`src/rtl/spi_host_data_fifo.sv`:
```
// spi_host_data_fifo: synchronous FIFO for SPI host data.
// Entries are stored in a register array and read back with one cycle of
// latency. Any Depth of at least 2 works, including non-powers of two.
// Optional feature: define SPI_HOST_FIFO_WATERMARK_EN to build the registered
// watermark flag wm_o. Without it, wm_o is tied low.
//
// Handshake: a write is accepted on a rising edge where wvalid_i && wready_o.
// A read is consumed on a rising edge where rvalid_o && rready_i. While clr_i
// is high, neither side transfers: the flush wins over both.
module spi_host_data_fifo #(
  parameter int unsigned Width   = 8,
  parameter int unsigned Depth   = 8,
  parameter int unsigned WmLevel = 4,
  // Occupancy width; same value as prim_util_pkg::vbits(Depth+1).
  localparam int unsigned DepthW = ((Depth + 1) <= 1) ? 1 : $clog2(Depth + 1)
) (
  input  logic              clk_i,
  input  logic              rst_i,
  input  logic              clr_i,
  input  logic              wvalid_i,
  output logic              wready_o,
  input  logic [Width-1:0]  wdata_i,
  output logic              rvalid_o,
  input  logic              rready_i,
  output logic [Width-1:0]  rdata_o,
  output logic              full_o,
  output logic [DepthW-1:0] depth_o,
  output logic              wm_o
);

  localparam int unsigned PtrW = (Depth <= 1) ? 1 : $clog2(Depth);
  localparam logic [PtrW-1:0]   PtrLast = PtrW'(Depth - 1);
  localparam logic [DepthW-1:0] DepthFull = DepthW'(Depth);

  logic [Width-1:0]  mem_q [Depth];
  logic [PtrW-1:0]   wptr_q, wptr_d;
  logic [PtrW-1:0]   rptr_q, rptr_d;
  logic [DepthW-1:0] depth_q, depth_d;
  logic              w_acc, r_acc;

  // Status and handshake outputs derived from the registered occupancy.
  assign full_o   = (depth_q == DepthFull);
  assign rvalid_o = (depth_q != '0);
  assign wready_o = ~full_o & ~clr_i;
  assign depth_o  = depth_q;
  assign rdata_o  = rvalid_o ? mem_q[rptr_q] : '0;

  // A read is ignored during a flush. A write already is, because wready_o is low.
  assign w_acc = wvalid_i & wready_o;
  assign r_acc = rvalid_o & rready_i & ~clr_i;

  // Next pointer and occupancy values. Each pointer wraps explicitly at Depth-1.
  always_comb begin
    wptr_d  = wptr_q;
    rptr_d  = rptr_q;
    depth_d = depth_q;
    if (clr_i) begin
      wptr_d  = '0;
      rptr_d  = '0;
      depth_d = '0;
    end else begin
      if (w_acc) wptr_d = (wptr_q == PtrLast) ? '0 : wptr_q + PtrW'(1);
      if (r_acc) rptr_d = (rptr_q == PtrLast) ? '0 : rptr_q + PtrW'(1);
      case ({w_acc, r_acc})
        2'b10:   depth_d = depth_q + DepthW'(1);
        2'b01:   depth_d = depth_q - DepthW'(1);
        default: depth_d = depth_q;
      endcase
    end
  end

  // Pointer and occupancy registers. Reset discards all stored entries.
  always_ff @(posedge clk_i or posedge rst_i) begin
    if (rst_i) begin
      wptr_q  <= '0;
      rptr_q  <= '0;
      depth_q <= '0;
    end else begin
      wptr_q  <= wptr_d;
      rptr_q  <= rptr_d;
      depth_q <= depth_d;
    end
  end

  // Storage array. It has no reset, because the occupancy count decides what is valid.
  always_ff @(posedge clk_i) begin
    if (w_acc) mem_q[wptr_q] <= wdata_i;
  end

`ifdef SPI_HOST_FIFO_WATERMARK_EN
  logic wm_q, wm_d;
  assign wm_d = (depth_d >= DepthW'(WmLevel));

  // Watermark flag, registered in the same cycle as the occupancy it reflects.
  always_ff @(posedge clk_i or posedge rst_i) begin
    if (rst_i) wm_q <= 1'b0;
    else       wm_q <= wm_d;
  end

  assign wm_o = wm_q;
`else
  assign wm_o = 1'b0;
`endif

endmodule

```
`config.mk`:
```
export PLATFORM = sky130hd
export DESIGN_NAME = spi_host_data_fifo
export DESIGN_NICKNAME = d
export VERILOG_FILES = /design/src/rtl/spi_host_data_fifo.sv
export SDC_FILE = /design/constraint.sdc
export NUM_CORES = 1
export LEC_CHECK = 0
export ABC_AREA = 1
export CAP_MARGIN = 0
export CORE_AREA = 2 2 93 95
export DETAILED_ROUTE_END_ITERATION = 6
export DIE_AREA = 0 0 95 97
export PLACE_DENSITY = 0.54
export SETUP_SLACK_MARGIN = 0.2
export SLEW_MARGIN = 20
export SYNTH_ARGS = -nofsm -noshare
export SYNTH_HDL_FRONTEND = slang
export SYNTH_SLANG_ARGS = --single-unit
```
`constraint.sdc`:
```
create_clock -name clk_i -period 2.4 [get_ports clk_i]
set_input_delay 0.72 -clock clk_i [delete_from_list [all_inputs] [get_ports clk_i]]
set_output_delay 0.72 -clock clk_i [all_outputs]
set_load 0.005 [all_outputs]
```
Word level (Yosys, flattened, before mapping). Memory sizes are Yosys's and may differ from the RTL's. Index checks and enable logic that the tools add are counted.

Register bits after elaboration: 10. Bits in latches: 0. Bits in writable memories: 64. Memory bits (read-only): 0. Output and inout bits: 16. Memories: 1.

Memories: mem_q (depth 8, width 8, rd ports 1, clocked after Yosys merged registers in 0, write ports 1, RTL line 35) `logic [Width-1:0] mem_q [Depth];`.

Add/subtract/negate cells: 4. Multiply operators: 0. Divide/modulo/power cells: 0. Magnitude comparators: 0. Eq/ne operators: 5. Shift-type cells: 0. Multiplexer cells: 11. Bitwise operators: 6. Reduce and logical (&&, ||, !) cells: 4.

Operators by type and width (count): 2-to-1 mux 3 bit (6); 2-to-1 mux 8 bit (1); case mux 4 bit (2 select lines) (1); adder 3 x 1 -> 3 bit (second input constant) (2); equality test 3 bit (second input constant) (2); adder 4 x 1 -> 4 bit (second input constant) (1); bitwise AND 1 bit (4); equality test 4 bit (second input constant) (1); 2-to-1 mux 4 bit (1); nonzero test 2 bit (2); nonzero test 4 bit (1); subtractor 4 x 1 -> 4 bit (second input constant) (1); nonzero test 3 bit (1); equality test 2 x 1 -> 1 bit (second input constant) (1); equality test 2 bit (second input constant) (1); 2-to-1 mux 1 bit (2); NOT 1 bit (2).

Logic depth before layout (Yosys ltp). Gate-level depths: netlist of the first run.

Word-level depth: 7. Depth in mapped cells: 14.

Worst setup path after synthesis of the first run. OpenSTA, ideal clock, no wires.

Kind: register -> output. Start point: register rptr_q[0]. End point: output rdata_o[6]. Arrival time: 1214 ps. Required time: 1680 ps. Setup slack: 466 ps. Cell stages (with the launch flop): 7. Path buffers: 2. Cells stage by stage: dfrtp_1 buf_2 clkbuf_1 o21ai_0 o22ai_1 o21ai_0 a31oi_1.

Word-level cells in the longest chain between the ends: 2.

Ends and longest elaborated chain: start, declared (RTL line 37) `logic [PtrW-1:0] rptr_q, rptr_d;`; start signal, assigned (RTL line 80) `rptr_q <= rptr_d;`; memory read (8 x 8 bit); 2-to-1 mux 8 bit (RTL line 46) `assign rdata_o = rvalid_o ? mem_q[rptr_q] : '0;`; end, declared (RTL line 25) `output logic [Width-1:0] rdata_o,`.

No other way between the ends.

Worst setup path in the final report of the first run.
Start point: register rptr_q[0]. End point: output rdata_o[1].

Same word-level chain as after synthesis.

==> impl_metrics.py, run 1 <==
metrics = {
    "global_route": {
        "grt_pass1_wl_mm": 12.21,
        "antenna_found_initial": 0,
        "grt_pass1_vias": 2419,
        "grt_overflow": 0,
        "grt_usage_pct": 17.79,
        "grt_max_degree": 15,
    },
    "floorplan": {
        "start_util_pct": 39.27,
        "io_pins": 29,
        "chipWidth_um": 95,
        "num_rows": 33,
        "core_mm2": 0.008134,
        "die_area_mm2": 0.009215,
        "chipHeight_um": 97,
    },
    "clock_tree": {
        "holdBufCountCts": 0,
        "cts_buffers": 9,
        "cts_sinks": 74,
        "h-tree-depth": 3,
        "clkTransAtPathRegs_ns": 0.08,
        "cts.path.max_buffers": 2,
        "cts_tree": "yes",
        "clk_latency_ns": 0.35,
        "root_buffer": "clkbuf_8",
    },
    "power_and_ir_drop": {
        "power_leakage_uw": 0.001771,
        "powerDensity_mw_per_mm2": 1032,
        "ir_drop_uv": 573.6,
    },
    "finish": {
        "diodes": 0,
        "final_layout_size_suffix_gt1_share_pct": 34.73,
        "finalInstanceArea_mm2": 0.004468,
        "num-fill-cells": 687,
        "final_net_count": 397,
        "synthToLayoutAreaGrowth_pct": 39.87,
    },
    "status": {
        "violations": "setup timing",
        "outcome": "finished, violations left",
    },
    "detailed_routing": {
        "ant_nets": 0,
        "via_count": 2403,
        "drt-pass1-iter-count": 4,
        "wl_per_cell_um": 15.95,
        "wirelength_mm": 7.783,
        "route.detailed.drc": 0,
        "vias_per_cell": 4.924,
        "drt_iter0_markers": 83,
    },
    "worst_setup_path": {
        "slowest_delay_ns": 0.42,
        "critPathSlowestCell": "dfrtp_2",
        "worstSetupPathType": "register to output pin",
        "path_buf_inv": 4,
        "crit_family": "buffers and inverters",
        "cp.required_ns": 1.68,
        "start_kind": "register",
        "cp.arrival_ns": 1.77,
        "cp_max_fo": 5,
        "endpoint_kind": "output pin",
        "crit_path_cell_trace": "buf_6, clkinvlp_4, buf_6, o21ai_1, o22ai_2, o21ai_1, a31oi_1, buf_2",
    },
    "sta": {
        "tns_ns": -0.1986,
        "finalCritPeriodShare_pct": 103.7,
        "rsz0062_at_grt": "true",
        "report.final.slew_viol_count": 0,
        "whs_ns": 0.6083,
        "min_period_ns": 2.488,
        "setup_slack_ns": -0.08762,
        "final_hold_viol_count": 0,
        "setup_viol": 6,
        "clock.fmax_ghz": 0.4020,
        "clock_skew_ns": 0.01043,
    },
    "synthesis": {
        "yosysSeqAreaShare_pct": 68.00,
        "ys_types": 26,
        "avgSynthCellArea_um2": 11.33,
        "ys_warn_count": 0,
        "synth.net_count": 301,
        "synth_area_mm2": 0.003194,
        "ys_ff_latch": 74,
        "syn-instance-count": 282,
    },
    "placement": {
        "place_area_mm2": 0.003936,
        "gp_congestion": 0.8230,
        "place_hpwl_mm": 5.232,
        "dp_slack_ns": -0.1425,
        "io_buffers": 27,
    },
    "run": {
        "max-cap-violations": 0,
    },
    "hold_path": {
        "holdCritPathClass": "register to register",
    },
}
## cells by family (layout without fill, tap and decap cells)
logic type	after synthesis	in the layout	synth area share (%)
AO/OA/AOI/OAI	67	67	11.36
adder cells (fa/ha/maj)	6	6	2.350
buffers and inverters	29	130	3.682
flip-flops	74	74	68.00
other	1	1	0.1174
AND/OR/NAND/NOR	105	105	14.49
## cell usage after synthesis (all sizes together)
| master | instances | share of area (%) |
|---|---|---|
| buf | 5 | 0.86 |
| conb | 1 | 0.12 |
| nand3b | 1 | 0.24 |
| nand4 | 1 | 0.20 |
| inv | 18 | 2.1 |
| a21oi | 2 | 0.43 |
| ha | 6 | 2.4 |
| dfrtp | 10 | 7.8 |
| o22ai | 8 | 1.6 |
| nand2 | 30 | 4.4 |
| edfxtp | 64 | 60 |
| o21ai | 49 | 7.8 |
| nand3 | 8 | 1.6 |
| a31oi | 8 | 1.6 |
| clkbuf | 6 | 0.71 |
| nor2 | 65 | 8.0 |
## report_power, final
part           internal (uW)  leakage (uW)  switching, uW
Combinational            993      0.000956            986
Sequential              1480      0.000709           56.5
Clock                    594      0.000106            498
Total                   3070       0.00177           1540
## layout make-up
cell class / instances / area (um2) / area share, %
repair buffers: 95 / 814.5 / 18.23
clock inverters: 7 / 101.3 / 2.268
well taps: 105 / 131.4 / 2.940
repair inverters: 1 / 7.507 / 0.1680
flip-flops and latches: 74 / 2173 / 48.64
clock buffers: 9 / 123.9 / 2.772
multi-input cells: 179 / 1041 / 23.30
inverters: 18 / 75.07 / 1.680
## flip-flops by register name (all words and copies together) (netlist names)
signal / count
mem_q: 64
depth_o: 4
rptr_q: 3
wptr_q: 3
## layout by cell type (no fill, tap or decap), types with 7 or more instances in the layout
master,n
nor2_4,7
o21ai_0,19
dfrtp_1,9
nand2_1,25
clkbuf_8,9
edfxtp_1,64
inv_1,15
o21ai_2,7
nand3_1,7
a31oi_1,8
buf_6,10
buf_2,8
buf_4,55
nor2_1,53
clkdlybuf4s50_1,15
o21ai_1,22
## routing by layer
| layer | wire length, um | vias to the layer above | global-route usage, % |
|---|---|---|---|
| met2 | 3924 | 51 | 30.11 |
| met3 | 307 | 13 | 4.595 |
| met5 | 0 | - | 0 |
| li1 | - | 1182 | - |
| met1 | 3410 | 1157 | 22.41 |
| met4 | 141 | 0 | 4.794 |
## repair_timing
item / in CTS / in global routing
setup buffers: 10 / 5
gates cloned: 2 / 0
setup endpoints to repair: 11 / 17
pin swaps: 7 / 22
gates resized for setup: 68 / 51
## through the flow
step / utilization (%) / std cells / total power, uW
after floorplan: - / 282 / 2320
after global placement: 48.39 / 455 / 3173
after detailed placement: 48.39 / 455 / 3185
after CTS: 52.68 / 483 / 4436
after global routing: 54.93 / 488 / 4887
final: 54.93 / 488 / 4611
## worst register-to-register path, delay by kind of cell (launching register included)
family	cells	cell delay [ns]
buf+inv	3	0.36
flops	1	0.43
simple gates	11	0.87
fa+ha+maj	1	0.28
## worst paths after layout
path | startpoint | to | slack (ns) | cells after the start
worst min register to register | wptr_q[0]$_DFFE_PP0P_ | wptr_q[0]$_DFFE_PP0P_ | 0.61 | 2
worst max register to register | depth_o[1]$_DFFE_PP0P_ | depth_o[3]$_DFFE_PP0P_ | 0.35 | 15
min in group asynchronous | rst_i | depth_o[2]$_DFFE_PP0P_ | 0.67 | 2
max in group asynchronous | rst_i | rptr_q[0]$_DFFE_PP0P_ | 1.40 | 2
worst min-delay path | wptr_q[0]$_DFFE_PP0P_ | wptr_q[0]$_DFFE_PP0P_ | 0.61 | 2
worst max-delay path | rptr_q[0]$_DFFE_PP0P_ | rdata_o[1] | -0.09 | 8
Note: power is estimated with default switching activity, not from simulation.
==> run 2: changes to the inputs <==
Settings changed: GPL_ROUTABILITY_DRIVEN from default to 0, SLEW_MARGIN 20 to 25.
==> results of run 2 <==
Same layout as run 1: the final DEF is identical, and so are final timing and power.
==> run 3: changes to the inputs <==
Settings changed: MAX_ROUTING_LAYER from default to met4.
==> run 3 against run 2 <==
Effect of this change:
- the flow still finishes with violations (setup timing)
- non-clock buffer count stayed put
- die area stayed put
- clock-buffer cell count stayed put
- via count is 0.33% higher
- wire length is 0.62% higher
- sequential power hardly changed
- power hardly changed
- clock power hardly changed
- combinational power hardly changed
- critical path type unchanged
- critical endpoint unchanged
- largest cell class unchanged
==> impl_metrics.py, run 3 (synthesis gave the netlist of run 1 again) <==
metrics = {
    "status": {
        "outcome": "finished, violations left",
        "violations": "setup timing",
    },
    "worst_setup_path": {
        "start_kind": "register",
        "critPathSlowestCell": "dfrtp_2",
        "crit_path_cell_trace": "buf_6, clkinvlp_4, buf_6, o21ai_1, o22ai_2, o21ai_1, a31oi_1, buf_2",
        "slowest_delay_ns": 0.42,
        "cp.required_ns": 1.68,
        "endpoint_kind": "output pin",
        "cp_max_fo": 5,
        "cp.arrival_ns": 1.78,
        "worstSetupPathType": "register to output pin",
    },
    "detailed_routing": {
        "ant_nets": 0,
        "wirelength_mm": 7.831,
        "wl_per_cell_um": 16.05,
        "met2_length_mm": 3.918,
        "met1Wirelength_mm": 3.368,
        "top_layer": "met4",
        "vias_per_cell": 4.941,
        "dr_wl_met3_um": 405,
        "drt-pass1-iter-count": 4,
        "via_count": 2411,
        "route.detailed.drc": 0,
        "drt_iter0_markers": 92,
    },
    "floorplan": {
        "core_mm2": 0.008134,
        "die_area_mm2": 0.009215,
        "start_util_pct": 39.27,
        "num_rows": 33,
        "chipWidth_um": 95,
        "io_pins": 29,
        "chipHeight_um": 97,
    },
    "sta": {
        "report.final.slew_viol_count": 0,
        "final_hold_viol_count": 0,
        "clock_skew_ns": 0.01072,
        "rsz0062_at_grt": "true",
        "finalCritPeriodShare_pct": 104.3,
        "whs_ns": 0.6083,
        "min_period_ns": 2.503,
        "setup_slack_ns": -0.1034,
        "setup_viol": 6,
        "clock.fmax_ghz": 0.3995,
    },
    "power_and_ir_drop": {
        "powerDensity_mw_per_mm2": 1032,
        "power_leakage_uw": 0.001771,
        "ir_drop_uv": 574.1,
    },
    "run": {
        "max-cap-violations": 0,
    },
    "placement": {
        "io_buffers": 27,
        "place_hpwl_mm": 5.232,
        "dp_slack_ns": -0.1425,
    },
    "clock_tree": {
        "root_buffer": "clkbuf_8",
        "cts_buffers": 9,
        "clkTransAtPathRegs_ns": 0.08,
        "cts_sinks": 74,
        "clk_latency_ns": 0.36,
        "cts_tree": "yes",
        "cts.path.max_buffers": 2,
        "h-tree-depth": 3,
    },
    "finish": {
        "layout_commonest_cell": "edfxtp_1",
        "final_cell_mix": "64 x edfxtp_1, 55 x buf_4, 53 x nor2_1",
        "max_flop_register": "mem_q",
        "synthToLayoutAreaGrowth_pct": 39.87,
        "final_net_count": 397,
        "finalCoreUtilization_pct": 54.93,
        "largest_reg_flops": 64,
        "final_layout_size_suffix_gt1_share_pct": 34.73,
        "diodes": 0,
    },
    "global_route": {
        "antenna_found_initial": 0,
        "grt_usage_pct": 18.29,
        "grt_overflow": 0,
        "grt_pass1_wl_mm": 12.21,
        "grt_max_degree": 15,
        "grt_pass1_vias": 2417,
    },
    "hold_path": {
        "holdCritPathClass": "register to register",
    },
}
[run 3: cell counts in the layout (fill, tap and decap cells not counted)]
No cell type changed its count.
[run 3: stage by stage]
stage	cell area [um2]	instances	power, uW	TNS, ns
3_3_place_gp	3936	455	3173	-2.207
3_5_place_dp	3936	455	3185	-4.537
6_report	4468	488	4612	-0.1916
5_1_grt	4468	488	4887	-0.8642
2_1_floorplan	3194	282	2320	0
4_1_cts	4285	483	4436	-0.1573
[run 3: repair_timing]
action | in CTS | in global routing
resized for setup | 68 | 51
endpoints found under the setup margin | 11 | 17
setup buffers | 10 | 5
pin swaps | 7 | 22
gates cloned | 2 | 0
hold buffers | 0 | 0
[run 3: final timing paths]
path,startpoint,end,slack (ns),cells after the start
worst max-delay path,rptr_q[0]$_DFFE_PP0P_,rdata_o[1],-0.10,8
worst min-delay path,wptr_q[0]$_DFFE_PP0P_,wptr_q[0]$_DFFE_PP0P_,0.61,2
worst max register to register,depth_o[1]$_DFFE_PP0P_,depth_o[3]$_DFFE_PP0P_,0.35,15
worst min register to register,wptr_q[0]$_DFFE_PP0P_,wptr_q[0]$_DFFE_PP0P_,0.61,2
max in group asynchronous,rst_i,rptr_q[0]$_DFFE_PP0P_,1.40,2
min in group asynchronous,rst_i,depth_o[2]$_DFFE_PP0P_,0.67,2
[run 3: layout make-up]
| type | count | area [um2] |
|---|---|---|
| fillers | 687 | 3666 |
| flip-flops and latches | 74 | 2173 |
| multi-input cells | 179 | 1041 |
| repair buffers | 95 | 814.5 |
| well taps | 105 | 131.4 |
| clock buffers | 9 | 123.9 |
| clock inverters | 7 | 101.3 |
| inverters | 18 | 75.07 |
| repair inverters | 1 | 7.507 |
[run 3: layer usage]
metal / vias to the layer above / GRT usage (%)
met4: 0 / 4.794
li1: 1181 / -
met2: 73 / 30.11
met1: 1142 / 22.41
met5: - / -
met3: 15 / 4.595
[run 3: worst max-delay path: cells and delay by family, from the launching register on]
family                 cells  cell delay, ns
flip-flops                 1            0.42
buffers and inverters      4            0.54
AO/OA/AOI/OAI              4            0.48
[run 3: power breakdown]
| part | leakage, uW | total, uW | switching [uW] | internal (uW) |
|---|---|---|---|---|
| clock network | 0.000106 | 1090 | 500 | 594 |
| registers | 0.000709 | 1540 | 56.2 | 1480 |
| logic | 0.000956 | 1980 | 984 | 993 |
| total | 0.00177 | 4610 | 1540 | 3070 |
